==> src/rtl/serial_subtractor.sv <==
// serial_subtractor
// Bit-serial unsigned subtractor: D = A - B (mod 2^WIDTH), one bit per clock,
// LSB first, through a single full-subtractor cell. BO and Z let it double as
// a magnitude comparator (BO=1 -> A<B, Z=1 -> A==B).
//
// State table:
//   IDLE | waiting for start; outputs hold the last result
//   RUN  | one bit processed per edge; busy=1
//   DONE | single-cycle done pulse; start here restarts immediately
//
// Ports:
//   clk    system clock, rising edge
//   reset  synchronous active-high reset
//   start  begin a subtraction (ignored while busy)
//   A, B   minuend / subtrahend, captured on the accepting edge
//   D      registered difference
//   BO     registered borrow out (A < B unsigned)
//   Z      registered zero flag of D
//   busy   high while a subtraction is in progress
//   done   one-cycle pulse after D/BO/Z update
module serial_subtractor #(
    parameter int WIDTH = 4
) (
    input  logic             clk,
    input  logic             reset,
    input  logic             start,
    input  logic [WIDTH-1:0] A,
    input  logic [WIDTH-1:0] B,
    output logic [WIDTH-1:0] D,
    output logic             BO,
    output logic             Z,
    output logic             busy,
    output logic             done
);

    localparam int CW = $clog2(WIDTH) + 1;

    typedef enum logic [1:0] {
        IDLE = 2'd0,
        RUN  = 2'd1,
        DONE = 2'd2
    } state_t;

    state_t           state;
    state_t           state_next;

    logic [WIDTH-1:0] a_sh;
    logic [WIDTH-1:0] b_sh;
    logic [WIDTH-1:0] res;
    logic [WIDTH-1:0] res_next;
    logic             br;
    logic [CW-1:0]    cnt;

    logic             a_bit;
    logic             b_bit;
    logic             d_bit;
    logic             br_next;
    logic             last;
    logic             accept;

    // Full-subtractor cell and control decode.
    always_comb begin
        a_bit    = a_sh[0];
        b_bit    = b_sh[0];
        d_bit    = a_bit ^ b_bit ^ br;
        br_next  = (~a_bit & b_bit) | (~(a_bit ^ b_bit) & br);
        res_next = {d_bit, res[WIDTH-1:1]};
        last     = (cnt == CW'(WIDTH - 1));
        accept   = start && (state != RUN);
    end

    always_ff @(posedge clk) begin
        if (reset) begin
            state <= IDLE;
        end else begin
            state <= state_next;
        end
    end

    always_comb begin
        state_next = state;
        case (state)
            IDLE:    if (start) state_next = RUN;
            RUN:     if (last)  state_next = DONE;
            DONE:    state_next = start ? RUN : IDLE;
            default: state_next = IDLE;
        endcase
    end

    assign busy = (state == RUN);
    assign done = (state == DONE);

    always_ff @(posedge clk) begin
        if (reset) begin
            a_sh <= '0;
            b_sh <= '0;
            res  <= '0;
            br   <= 1'b0;
            cnt  <= '0;
            D    <= '0;
            BO   <= 1'b0;
            Z    <= 1'b0;
        end else if (accept) begin
            // D/BO/Z deliberately untouched: they keep the previous result.
            a_sh <= A;
            b_sh <= B;
            br   <= 1'b0;
            cnt  <= '0;
        end else if (state == RUN) begin
            a_sh <= a_sh >> 1;
            b_sh <= b_sh >> 1;
            res  <= res_next;
            br   <= br_next;
            cnt  <= cnt + 1'b1;
            if (last) begin
                D  <= res_next;
                BO <= br_next;
                Z  <= (res_next == '0);
            end
        end
    end

endmodule

==> config.mk <==
export PLATFORM = sky130hd
export DESIGN_NAME = serial_subtractor
export DESIGN_NICKNAME = d
export VERILOG_FILES = /design/src/rtl/serial_subtractor.sv
export SDC_FILE = /design/constraint.sdc
export NUM_CORES = 1
export LEC_CHECK = 0
export CAP_MARGIN = 30
export CELL_PAD_IN_SITES_DETAIL_PLACEMENT = 0
export CELL_PAD_IN_SITES_GLOBAL_PLACEMENT = 1
export CORE_MARGIN = 4
export CORE_UTILIZATION = 33
export CTS_BUF_LIST = sky130_fd_sc_hd__clkbuf_4 sky130_fd_sc_hd__clkbuf_8
export DETAILED_ROUTE_END_ITERATION = 16
export DONT_BUFFER_PORTS = 1
export GPL_ROUTABILITY_DRIVEN = 0
export PLACE_DENSITY_LB_ADDON = 0.1
export SKIP_CTS_REPAIR_TIMING = 1
export SLEW_MARGIN = 10
export SYNTH_ARGS = -nofsm -noshare
export SYNTH_HDL_FRONTEND = slang
export SYNTH_SLANG_ARGS = --single-unit
==> constraint.sdc <==
create_clock -name clk -period 2.35 [get_ports clk]
set_input_delay 0.235 -clock clk [delete_from_list [all_inputs] [get_ports clk]]
set_output_delay 0.235 -clock clk [all_outputs]
set_load 0.01 [all_outputs]
==> results by group <==
Run status
  – Status: complete, no violations

Power
  – Comb pwr share: roughly 10%
  – Static Leak: 0.000375 uW
  – PwrDens: 682 mW/mm^2
  – Overall power: roughly 680 uW
  – Clock network fraction of design power: 28.6%
  – Seq pwr share: between 60% and 70%
  – Peak supply drop: ~330 uV
  – P_int: between 500 and 600 uW
  – Switching pwr: approximately 170 uW
  – Switch share: 24.5%

Placement
  – DP Wirelength: around 1300 um
  – Number of buffers inserted by port buffering: 0
  – Area of placed instances: 961 um^2

Final layout
  – Commonest non-fill, non-tap cell in the layout: dfxtp_1
  – Antenna diodes: 0
  – Layout cell share with drive strength beyond 1: under 10%
  – Fin area: 0.00100 mm^2
  – Total Nets Final: 120
  – Most frequent cells in the layout: dfxtp_1 (23), nand2_1 (17), a21oi_1 (12)
  – Layout area overhead: 4.58%

Critical path
  – Worst r2r path cells: 5
  – Largest delay share family, worst path: adder cells
  – Critical-path maximum fanout: 3
  – Worst setup SP type: flip-flop
  – CP bufs+invs: 1
  – R2R setup slack: 880 ps
  – Kind of critical path: reg -> reg
  – Slowest Stage Delay on Critical Path: 490 ps
  – Worst Setup End Kind: flip-flop
  – CP cell instances: inv_1 > fa_1 > nor4_1 > nand2_1 > a21oi_1
  – CP max stage cell: fa_1
  – Worst reg2reg startpoint: b_sh[0]
  – WP data arrival: 1710 ps
  – Critical Path RT: 2590 ps
  – Reg2reg end: Z

Logic synthesis
  – Synthesized flop and latch total: 23
  – Synth top area cells: dfxtp_1 (48%), mux2i_1 (8.4%), nand2_1 (6.7%)
  – Synth Area in Compound Gates: between 10 and 15%
  – Post-Synth Adder-Cell Area: under 10%
  – Syn Area/Cell: 9.03 um^2
  – Mux share of post-synthesis cell area: 8.37%
  – Post-Syn Area: roughly 960 um^2
  – Post-Synth XOR/XNOR Area: 0%
  – Warnings from Yosys: 0
  – Largest family of logic cells by synthesized area: simple AND/OR/NAND/NOR gates
  – Syn_nets: 120
  – Post-synthesis sequential area ratio: 48.1%
  – Cells after Synth: 106
  – Yosys top cell area share: 48.1%
  – Synth area leader: dfxtp_1
  – Simple-Gate Fraction of Synth Area: 19.7%
  – Cell variety after synth: 22

Die
  – Total core area: between 0.002 and 0.003 mm^2
  – Io pins: 19
  – Initial core utilization: a little over a third
  – Die height: 61.9 um
  – Row Count: 19
  – Die ar.: 0.00383 mm^2
  – Die Wd: 61.9 um

Clock tree
  – TritonCTS sink count: 23
  – CTS tree: done
  – Longest Clk Path Bufs: 2
  – H-Tree Depth: 1
  – Root Driver: clkbuf_4
  – TritonCTS buffer count: 3
  – Clk_lat worst skew: 310 ps
  – Worst-path clk slew: 130 ps

Global routing
  – Largest net degree at the start of global routing: 24
  – Vias in the first global route: 644
  – GR Util All Layers: about an eighth
  – First-pass GRT wire length: 3220 um
  – GR Overflow Total: 0
  – Initial antenna violation count: 0

Routing
  – Met3 WL: 154 um
  – Vias/cell: 5.09
  – Post-DRT Antenna Nets: 0
  – Routed WL: 1910 um
  – First-pass DRT Iterations: 2
  – DRC: 0
  – Max Used Layer: met4
  – Post-DR wirelength/cell: between 10 and 15 um
  – M1 WL: about 960 um
  – 1st-iter DRT viols: 21
  – DR vias: 692
  – WL met2: 771 um

Timing
  – Clock period minus worst slack: 1470 ps
  – Final Setup Violations: 0
  – Sum Neg Setup Slack: 0 ps
  – Slew @ Worst Pin: 867 ps
  – Final hold violations: 0
  – Slew margin rel.: 42.0%
  – Final critical-path share of the clock period: a little over three fifths
  – Max frequency: just under 700 MHz
  – Slew Viols, Final: 0
  – RSZ-0062 raised after global routing: no
  – Layout Skew: 5.14 ps

Min path
  – Hold Path Depth: 2
  – Hold_sp: start
  – Hold Path End: state[0]
  – Hold Path Class: in -> reg

Run
  – Maxcap violations: 0
-- power groups by stage --
| stage | Sequential [uW] | Combinational [uW] | Clock, uW |
|---|---|---|---|
| after floorplan | 425 | 63.9 | 0 |
| after global placement | 428 | 61.6 | 0 |
| after detailed placement | 428 | 62.1 | 0 |
| after CTS | 419 | 62.4 | 204 |
| after global routing | 423 | 81.3 | 223 |
| final | 419 | 68.5 | 195 |
-- flip-flops by register name (all words and copies together) (netlist names) --
| register | flops |
|---|---|
| cnt | 3 |
| b_sh | 4 |
| res | 3 |
| a_sh | 4 |
| D | 4 |
| BO | 1 |
| br | 1 |
| Z | 1 |
| state | 2 |
-- per-stage QoR --
stage / setup WS (ps) / utilization [%] / hold slack [ps] / std cells
finish: 880 / 36.3 / 70.6 / 136
global route: 686 / 36.3 / 81.3 / 136
global placement: 954 / 34.8 / 307 / 131
floorplan: 992 / - / 308 / 106
detailed placement: 911 / 34.8 / 309 / 131
CTS: 869 / 35.9 / -37.6 / 135
-- worst reg2reg max path, cell delays in order, from the launching register on --
cell	delay, ps
dfxtp_1	350
inv_1	50
fa_1	490
nor4_1	280
nand2_1	80
a21oi_1	140
-- kinds of logic (layout without fill, tap and decap cells) --
group,Yosys count,after routing
flops,23,23
mux,8,8
fa+ha+maj,3,3
buf+inv,12,11
simple gates,40,40
compound gates,20,20
-- worst max-delay path by stage --
stage / startpoint / to / slack, ps / cells past startpoint
after floorplan: b_sh[0] / Z / 990 / 5
after global placement: b_sh[0] / Z / 950 / 5
after detailed placement: b_sh[0] / Z / 910 / 5
after CTS: b_sh[0] / Z / 870 / 5
after global routing: b_sh[0] / Z / 690 / 5
final: b_sh[0] / Z / 880 / 5
-- Yosys cell counts --
cell	count
buf_4	2
nor2_1	9
nor2b_1	1
nand3b_1	3
a211oi_1	7
nand2_1	17
and3b_1	1
inv_2	1
a2bb2oi_1	1
nor4_1	1
nand2b_1	4
or3_1	2
fa_1	1
mux2i_1	8
a21oi_1	12
ha_1	2
nor3_1	2
inv_1	4
buf_2	1
dfxtp_1	23
buf_6	1
clkbuf_1	3
-- routing by layer --
layer	vias up	global-route usage, %
met3	4	4.55
met4	0	4.55
met2	18	14.9
li1	357	-
met1	313	17.3
met5	-	0
-- cell type report --
type	instances	area, um^2
timing repair buffer	2	17.5
fill	312	1760
tap	31	38.8
clock buffer	4	30.0
multi-input combinational	71	435
inverter	5	18.8
sequential	23	460
Note: power is estimated with default switching activity, not from simulation.
